===== config.mk =====
export PLATFORM = sky130hd
export DESIGN_NAME = gf180mcu_osu_sc_12t_tbus_ctrl
export DESIGN_NICKNAME = d
export VERILOG_FILES = /design/src/rtl/gf180mcu_osu_sc_tbus_pkg.sv /design/src/rtl/gf180mcu_osu_sc_12t_rr_pick.sv /design/src/rtl/gf180mcu_osu_sc_12t_tbus_ctrl.sv
export SDC_FILE = /design/constraint.sdc
export NUM_CORES = 1
export LEC_CHECK = 0
export ABC_AREA = 1
export BUFFER_PORTS_ARGS = -buffer_cell sky130_fd_sc_hd__buf_4
export CORE_UTILIZATION = 55
export DETAILED_ROUTE_END_ITERATION = 12
export PLACE_DENSITY = 0.87
export SETUP_SLACK_MARGIN = 0.2
export SYNTH_ARGS = -nofsm -noshare
export SYNTH_HDL_FRONTEND = slang
export SYNTH_HIERARCHICAL = 1
export SYNTH_SLANG_ARGS = --single-unit

===== constraint.sdc =====
create_clock -name CLK -period 3.13 [get_ports CLK]
set_input_delay 0.1565 -clock CLK [delete_from_list [all_inputs] [get_ports CLK]]
set_output_delay 0.1565 -clock CLK [all_outputs]
set_load 0.005 [all_outputs]

===== src/rtl/gf180mcu_osu_sc_tbus_pkg.sv =====
// Shared types and helpers for the tristate-bus enable controller.
// Turnaround counter width and one-hot decode used by the arbiter.
package gf180mcu_osu_sc_tbus_pkg;

    typedef enum logic [1:0] {
        IDLE = 2'd0,
        OWN  = 2'd1,
        TURN = 2'd2
    } tbus_state_e;

    localparam int TURN_W = 4;

    function automatic logic [15:0] onehot(input int unsigned idx, input int unsigned n);
        logic [15:0] r;
        r = '0;
        if (idx < n && idx < 16)
            r = 16'd1 << idx;
        return r;
    endfunction

endpackage


===== src/rtl/gf180mcu_osu_sc_12t_rr_pick.sv =====
// Combinational round-robin picker: first set request at or above the
// pointer, wrapping from N-1 back to 0.
module gf180mcu_osu_sc_12t_rr_pick #(
    parameter int N = 4
) (
    input  logic [N-1:0]         req,
    input  logic [$clog2(N)-1:0] ptr,
    output logic [$clog2(N)-1:0] idx,
    output logic                 valid
);

    localparam int PW = $clog2(N);

    logic [2*N-1:0] rot;
    logic [PW-1:0]  off;
    logic [PW:0]    sum;

    always_comb begin
        rot   = {req, req} >> ptr;
        off   = '0;
        valid = 1'b0;
        for (int i = N - 1; i >= 0; i--) begin
            if (rot[i]) begin
                off   = PW'(i);
                valid = 1'b1;
            end
        end
        sum = {1'b0, ptr} + {1'b0, off};
        if (sum >= (PW + 1)'(N))
            sum = sum - (PW + 1)'(N);
        idx = sum[PW-1:0];
    end

endmodule


===== src/rtl/gf180mcu_osu_sc_12t_tbus_ctrl.sv =====
// Break-before-make enable controller for a shared tinv bus: round-robin
// ownership, one-hot EN with complementary EN_BAR, all-off gap between owners.
//
//   state | meaning
//   IDLE  | bus undriven, nobody requesting
//   OWN   | one row drives the bus (EN[owner]=1)
//   TURN  | all rows off, turnaround countdown before the next owner
module gf180mcu_osu_sc_12t_tbus_ctrl
    import gf180mcu_osu_sc_tbus_pkg::*;
#(
    parameter int N        = 4,
    parameter int TURN_CYC = 1,
    parameter int MAX_HOLD = 0
) (
    input  logic                 CLK,
    input  logic                 RST,
    input  logic [N-1:0]         REQ,
    output logic [N-1:0]         GNT,
    output logic [N-1:0]         EN,
    output logic [N-1:0]         EN_BAR,
    output logic                 BUSY,
    output logic [$clog2(N)-1:0] OWNER
);

    localparam int PW     = $clog2(N);
    localparam int HOLD_W = (MAX_HOLD > 1) ? $clog2(MAX_HOLD) : 1;
    localparam logic [HOLD_W-1:0] HOLD_LAST = HOLD_W'((MAX_HOLD > 0) ? MAX_HOLD - 1 : 0);
    localparam logic [TURN_W-1:0] TURN_LOAD = TURN_W'(TURN_CYC - 1);

    tbus_state_e       state_q, state_d;
    logic [PW-1:0]     owner_q, owner_d;
    logic [PW-1:0]     ptr_q, ptr_d;
    logic [HOLD_W-1:0] hold_q, hold_d;
    logic [TURN_W-1:0] turn_q, turn_d;
    logic [N-1:0]      gnt_q, gnt_d;
    logic              busy_q, busy_d;

    logic [PW-1:0]     pick_idx;
    logic              pick_vld;
    logic [15:0]       pick_oh;
    logic [N-1:0]      others;
    logic              release_own;

    gf180mcu_osu_sc_12t_rr_pick #(.N(N)) u_pick (
        .req   (REQ),
        .ptr   (ptr_q),
        .idx   (pick_idx),
        .valid (pick_vld)
    );

    assign pick_oh = onehot(32'(pick_idx), N);
    assign others  = REQ & ~gnt_q;

    // Forced release only matters when someone else is actually waiting.
    assign release_own = !REQ[owner_q] ||
                         ((MAX_HOLD != 0) && (hold_q == HOLD_LAST) && (|others));

    always_ff @(posedge CLK) begin
        if (RST) begin
            state_q <= IDLE;
            owner_q <= '0;
            ptr_q   <= '0;
            hold_q  <= '0;
            turn_q  <= '0;
            gnt_q   <= '0;
            busy_q  <= 1'b0;
        end else begin
            state_q <= state_d;
            owner_q <= owner_d;
            ptr_q   <= ptr_d;
            hold_q  <= hold_d;
            turn_q  <= turn_d;
            gnt_q   <= gnt_d;
            busy_q  <= busy_d;
        end
    end

    always_comb begin
        state_d = state_q;
        owner_d = owner_q;
        ptr_d   = ptr_q;
        hold_d  = hold_q;
        turn_d  = turn_q;
        gnt_d   = gnt_q;
        busy_d  = busy_q;
        unique case (state_q)
            IDLE: begin
                if (pick_vld) begin
                    state_d = OWN;
                    owner_d = pick_idx;
                    hold_d  = '0;
                    gnt_d   = pick_oh[N-1:0];
                    busy_d  = 1'b1;
                end
            end
            OWN: begin
                if (release_own) begin
                    state_d = TURN;
                    turn_d  = TURN_LOAD;
                    ptr_d   = (owner_q == PW'(N - 1)) ? '0 : owner_q + 1'b1;
                    gnt_d   = '0;
                    busy_d  = 1'b0;
                end else if (hold_q != '1) begin
                    hold_d = hold_q + 1'b1;
                end
            end
            TURN: begin
                if (turn_q == '0) begin
                    if (pick_vld) begin
                        state_d = OWN;
                        owner_d = pick_idx;
                        hold_d  = '0;
                        gnt_d   = pick_oh[N-1:0];
                        busy_d  = 1'b1;
                    end else begin
                        state_d = IDLE;
                    end
                end else begin
                    turn_d = turn_q - 1'b1;
                end
            end
            default: begin
                state_d = IDLE;
                gnt_d   = '0;
                busy_d  = 1'b0;
            end
        endcase
    end

    assign GNT    = gnt_q;
    assign EN     = gnt_q;
    assign EN_BAR = ~gnt_q;
    assign BUSY   = busy_q;
    assign OWNER  = owner_q;

endmodule

# Word level (Yosys, flattened, before mapping)

Index checks and enable logic that the tools add are counted.

Register bits after elaboration: 15
Input bits: 6
Output and inout port bits: 15
Logic and storage cells: 62

$add $sub $neg: 4
Order comparisons: 2
Equality and inequality tests: 7
Shift operators: 2
Muxes and demuxes: 30
Bitwise logic cells: 2
Reduce and logical (&&, ||, !) cells: 9

Operator list:

| cell                                                       | number |
|---|---|
| two-way mux 2 bit                                          | 11 |
| two-way mux 4 bit                                          | 4 |
| case mux 4 bit (3 select lines)                            | 1 |
| two-way mux 1 bit                                          | 9 |
| != test 2 bit, second input constant                       | 4 |
| case mux 4 bit (2 select lines)                            | 1 |
| >> shifter 8 x 2 -> 4 bit                                  | 1 |
| case mux 2 bit (3 select lines)                            | 1 |
| AND reduction 2 bit                                        | 3 |
| AND reduction 3 bit                                        | 2 |
| equality test 2 bit, second input constant                 | 2 |
| zero test 4 bit                                            | 1 |
| inverter 4 bit                                             | 1 |
| case mux 2 bit (2 select lines)                            | 1 |
| nonzero test 2 bit                                         | 2 |
| << shifter 1 x 2 -> 4 bit, first input constant            | 1 |
| subtractor 4 x 1 -> 4 bit, second input constant           | 1 |
| adder 2 x 2 -> 3 bit                                       | 1 |
| >= comparator 3 bit, second input constant                 | 1 |
| less-than comparator 2 x 3 -> 1 bit, second input constant | 1 |
| case mux 1 bit (3 select lines)                            | 1 |
| adder 2 x 1 -> 2 bit, second input constant                | 1 |
| binary-select mux 1 bit (select 2 bit)                     | 1 |
| equality test 2 x 1 -> 1 bit, second input constant        | 1 |
| 3 further kinds                                            | 3 |

# Logic depth before layout (Yosys ltp)

Depth in word-level cells: 12
Mapped depth: 15
Depth with buffers taken out: 15

# Cells and area by module

Netlist, hierarchy kept.

Modules (own cells, without submodules):

| module                        | times used | cells an instance | area an instance (um^2) | seq. area each (um^2) |
|---|---|---|---|---|
| gf180mcu_osu_sc_12t_tbus_ctrl | 1          | 114               | 843.3                   | 300.3 |
| gf180mcu_osu_sc_12t_rr_pick   | 1          | 35                | 165.2                   | 0.0 |

# Worst setup path after synthesis

Ideal clock, no wire load.

Path kind: flip-flop to flip-flop
Start: register ptr_q[0]
End: register gnt_q[0] (netlist: EN[0])
Setup time: 71 ps
Arrival: 1,783 ps
Required time: 3,059 ps
Slack: 1,276 ps
Stages on the path, launching flop included: 15
Path buffers: 0
Clock period less this slack: 1,854 ps
Cell sequence: dfxtp_1 inv_2 nand2_1 nand3_1 nand2_2 nand3_1 a21boi_1 ha_1 xor2_1 inv_1 nand3_1 nand2_1 nor3_1 nand3_1 a21oi_1

Longest elaborated chain between the ends: 12
Elaborated cells on any way between the ends: 17
Classes of those cells: add/sub: 2; order compare: 1; shift: 2; mux: 12

RTL lines:

| what                                                                    | line                                                                      | RTL |
|---|---|---|
| from (decl)                                                             | gf180mcu_osu_sc_12t_tbus_ctrl.sv:32                                       | `logic [PW-1:0] ptr_q, ptr_d;` |
| from (signal assigned)                                                  | gf180mcu_osu_sc_12t_tbus_ctrl.sv:70                                       | `ptr_q <= ptr_d;` |
| >> shifter 8 x 2 -> 4 bit                                               | gf180mcu_osu_sc_12t_rr_pick.sv:19                                         | `rot = {req, req} >> ptr;` |
| two-way mux 2 bit (4 in a row)                                          | gf180mcu_osu_sc_12t_rr_pick.sv:23                                         | `if (rot[i]) begin` |
| adder 2 x 2 -> 3 bit (*)                                                | gf180mcu_osu_sc_12t_rr_pick.sv:28                                         | `sum = {1'b0, ptr} + {1'b0, off};` |
| >= comparator 3 bit / subtractor 2 x 1 -> 2 bit (equally long branches) | gf180mcu_osu_sc_12t_rr_pick.sv:29, gf180mcu_osu_sc_12t_rr_pick.sv:30      |  |
| two-way mux 2 bit (*)                                                   | gf180mcu_osu_sc_12t_rr_pick.sv:29                                         | `if (sum >= (PW + 1)'(N))` |
| via pick_idx[1]                                                         | gf180mcu_osu_sc_12t_tbus_ctrl.sv:38                                       | `logic [PW-1:0] pick_idx;` |
| << shifter 1 x 2 -> 4 bit (*)                                           | gf180mcu_osu_sc_tbus_pkg.sv:17                                            | `r = 16'd1 << idx;` |
| two-way mux 4 bit (*)                                                   | gf180mcu_osu_sc_12t_tbus_ctrl.sv:88, gf180mcu_osu_sc_12t_tbus_ctrl.sv:109 |  |
| two-way mux 4 bit                                                       | gf180mcu_osu_sc_12t_tbus_ctrl.sv:108                                      | `if (turn_q == '0) begin` |
| case mux 4 bit (3 select lines) (*)                                     | gf180mcu_osu_sc_12t_tbus_ctrl.sv:86                                       | `unique case (state_q)` |
| to (signal assigned)                                                    | gf180mcu_osu_sc_12t_tbus_ctrl.sv:73                                       | `gnt_q <= gnt_d;` |
| to (decl)                                                               | gf180mcu_osu_sc_12t_tbus_ctrl.sv:35                                       | `logic [N-1:0] gnt_q, gnt_d;` |

The timed path passes the listed nets; every way through them passes the cells marked *. The select of a mux whose other input is x is not followed.
A chain may end at the register's enable or synchronous reset.

# Worst setup path after layout

Same ends and word-level chain as after synthesis.

==> summary.md <==
| Metric | Value |
|---|---|
| Place WS | `1.05 ns` |
| Yosys cell types | `24` |
| Syn nets | `159` |
| Avg Cell Area, Syn | `around 6.8 um^2` |
| Status | `completed` |
| Post-cts sizing count | `0` |
| Clock Path Buffers | `2` |
| Routed WL | `2090 um` |
| DRC | `0` |
| Initial antenna violation count | `0` |
| Register area share after synthesis | `29.8%` |
| Kind of critical path | `flip-flop to flip-flop` |
| N_diodes | `0` |
| Antenna Nets Post-Route | `0` |
| Die area | `~2000 um^2` |
| WP depth | `14` |
| Total grt overflow | `0` |
| Post-synth top area share | `29.8%` |
| Area Growth Syn to Fin | `17.2%` |
| First-pass GRT wire length | `3400 um` |
| Clock sinks | `15` |
| Final nets | `between 150 and 200` |
| Clk Latency, worst-skew pair | `0.28 ns` |
| Number of global-route vias before repair | `between 800 and 900` |
| Worst hold path class | `input pin to flip-flop` |
| Iteration-0 DRC count of the detailed router | `19` |
| DP Area | `1160 um^2` |
| Crit path capture type | `flip-flop` |
| Root Buffer Master | `clkbuf_4` |
| Final setup viols | `0` |
| Worst rel slew slack | `around four fifths` |
| Via count | `984` |
| Hold Fails Final Rpt | `0` |
| Worst VDD drop | `about 0.57 mV` |
| Required time of the critical path | `roughly 3.4 ns` |
| Slowest stage delay, CP | `0.45 ns` |
| Layout cells sized above 1 | `24.4%` |
| H-tree depth | `1` |
| Vias per cell | `5.10` |
| CTS Buf Count | `3` |
| Final Max Tran Viols | `0` |
| CTS tree | `yes` |
| Clock transition at the registers of the reported paths | `0.09 ns` |
| Setup TNS | `0 ns` |
| Worst Setup Start Kind | `flip-flop` |
| Dpl hpwl | `1690 um` |
| Worst setup margin | `1.03 ns` |
| Die Span Y | `44.8 um` |
| Slew of the pin with the lowest slew margin | `0.275 ns` |
| RSZ-0062 raised after global routing | `false` |
| Hold buffer count at CTS | `0` |
| Crit path top cell by count | `nand3_1` |
| YS warnings | `6` |
| Crit path buf inv count | `2` |
| Crit path max-delay family | `simple AND/OR/NAND/NOR gates` |
| Max Cap Violations | `0` |
| Slowest CP cell | `dfxtp_1` |
| Leading area contributor after synthesis | `dfxtp_1` |
| Cell Area, Synth | `1010 um^2` |
| # rows | `15` |
| Final Skew | `approximately 0.0032 ns` |
| Syn Inst Count | `149` |
| DIE WIDTH | `44.8 um` |
| Crit path cell chain | `inv_2 > nand2_1 > nand3_1 > nand2_2 > nand3_1 > a21boi_1 > ha_1 > xor2_1 > inv_1 > nand3_1 > nand2_1 > nor3_1 > nand3_1 > a21oi_1` |
| Core area | `approximately 1700 um^2` |
| Drt first pass iters | `4` |
| Fmax | `477 MHz` |
| Initial Util | `58.4%` |
| Design area | `between 1000 and 1500 um^2` |
| Leak | `0.578 nW` |
| Drt wl/cell | `approximately 11 um` |
| Largest net degree at the start of global routing | `15` |
| Worst Hold Slack | `about 0.12 ns` |
| Gpl congestion | `around 0.81` |
| Ports | `21` |
| FF-to-FF path depth | `14` |
| Critical-path maximum fanout | `7` |
| Minimum clock period after layout | `2.10 ns` |
| Hold path depth | `2` |
| Yosys reg bits | `15` |
| IO Port Bufs | `20` |
| Post-CTS setup buffer count | `0` |
| Power per cell area | `911 nW/um^2` |
| Gr usage total | `a little under a quarter` |
| Critical path arrival | `around 2.3 ns` |
| Synth area leaders | `dfxtp_1, nand2_1, nand3_1, a21oi_1, inv_1` |
| Final period util | `67.0%` |
## per-stage QoR
step           std cells  util (%)  total power, mW
5_1_grt              193      68.5             1.18
4_1_cts              193      68.5             1.08
3_3_place_gp         189      67.0            0.937
6_report             193      68.5             1.08
2_1_floorplan        149         -            0.798
3_5_place_dp         189      67.0            0.969
## layout by cell type (no fill, tap or decap), types with 3 or more instances in the layout
cell type,Yosys,routed
clkbuf_4,0,3
inv_1,14,14
nor2_1,12,12
ha_1,4,4
dfxtp_1,15,15
nand3_1,21,21
buf_4,4,20
nand2_2,4,4
a21oi_1,12,12
nand2_4,3,3
inv_2,4,4
nand2_1,39,39
## where the power goes
part / switching (mW) / total, mW / leakage [nW] / internal, mW
Clock: 0.0630 / 0.112 / 0.0150 / 0.0495
Combinational: 0.374 / 0.643 / 0.441 / 0.269
Sequential: 0.0715 / 0.321 / 0.123 / 0.250
## kinds of logic (layout without fill, tap and decap cells)
group | Yosys count | count (layout) | synth area share [%]
AOI/OAI and AO/OA | 17 | 17 | 9.43
adders and majority gates | 4 | 4 | 4.96
and+or+nand+nor | 87 | 87 | 43.4
DFF | 15 | 15 | 29.8
xor gates and xnor gates | 2 | 2 | 1.74
buffers and inverters | 24 | 43 | 10.7
## routing by layer
layer  GRT usage, %  vias to the layer above  share of wire [%]
met3           3.60                        2                4.5
met2           42.6                       21                 54
met5              0                        -                  0
li1               -                      512                  -
met1           25.5                      449                 41
met4           9.70                        0                1.1
## path summary, 6_finish.rpt
check / start / endpoint / slack [ns]
worst max-delay path: ptr_q[0]$_SDFFE_PP0P_ / EN[0]$_SDFFE_PP0P_ / 1.03
worst min-delay path: RST / turn_q[2]$_SDFFE_PP0P_ / 0.12
worst max register to register: ptr_q[0]$_SDFFE_PP0P_ / EN[0]$_SDFFE_PP0P_ / 1.03
worst min register to register: BUSY$_SDFFE_PP0P_ / BUSY$_SDFFE_PP0P_ / 0.50
## cell type report
class | count | area (um^2)
clock buffers | 4 | 26.3
fillers | 163 | 544
inverters | 19 | 73.8
multi-input cells | 110 | 601
flip-flops and latches | 15 | 300
well taps | 25 | 31.3
repair buffers | 20 | 150
## worst register-to-register path, delay by kind of cell, from the launching register on
family / cells / cell delay [ns]
and+or+nand+nor: 8 / 0.79
DFF: 1 / 0.45
AOI/OAI and AO/OA: 2 / 0.28
xor gates and xnor gates: 1 / 0.19
adders and majority gates: 1 / 0.18
buffers and inverters: 2 / 0.14
## synthesized netlist by cell type
library cell / number
inv_4: 1
a21boi_1: 1
nand2_1: 39
nor3_1: 2
xor2_1: 1
nand3_4: 1
inv_1: 14
nor2_1: 12
inv_2: 4
a21oi_1: 12
a21oi_2: 2
ha_1: 4
buf_4: 4
o21ai_0: 1
xnor2_1: 1
nand3_1: 21
dfxtp_1: 15
nand2_4: 3
o21ai_1: 1
nor2_8: 1
nand2_2: 4
clkbuf_1: 1
nand4_1: 2
nor2_4: 2
## sequential cells by signal, summed over array words and instances (netlist names)
register and count:
turn_q 4, ptr_q 2, EN 4, BUSY 1, OWNER 2, state_q 2
Power figures use the tool's default switching activity.
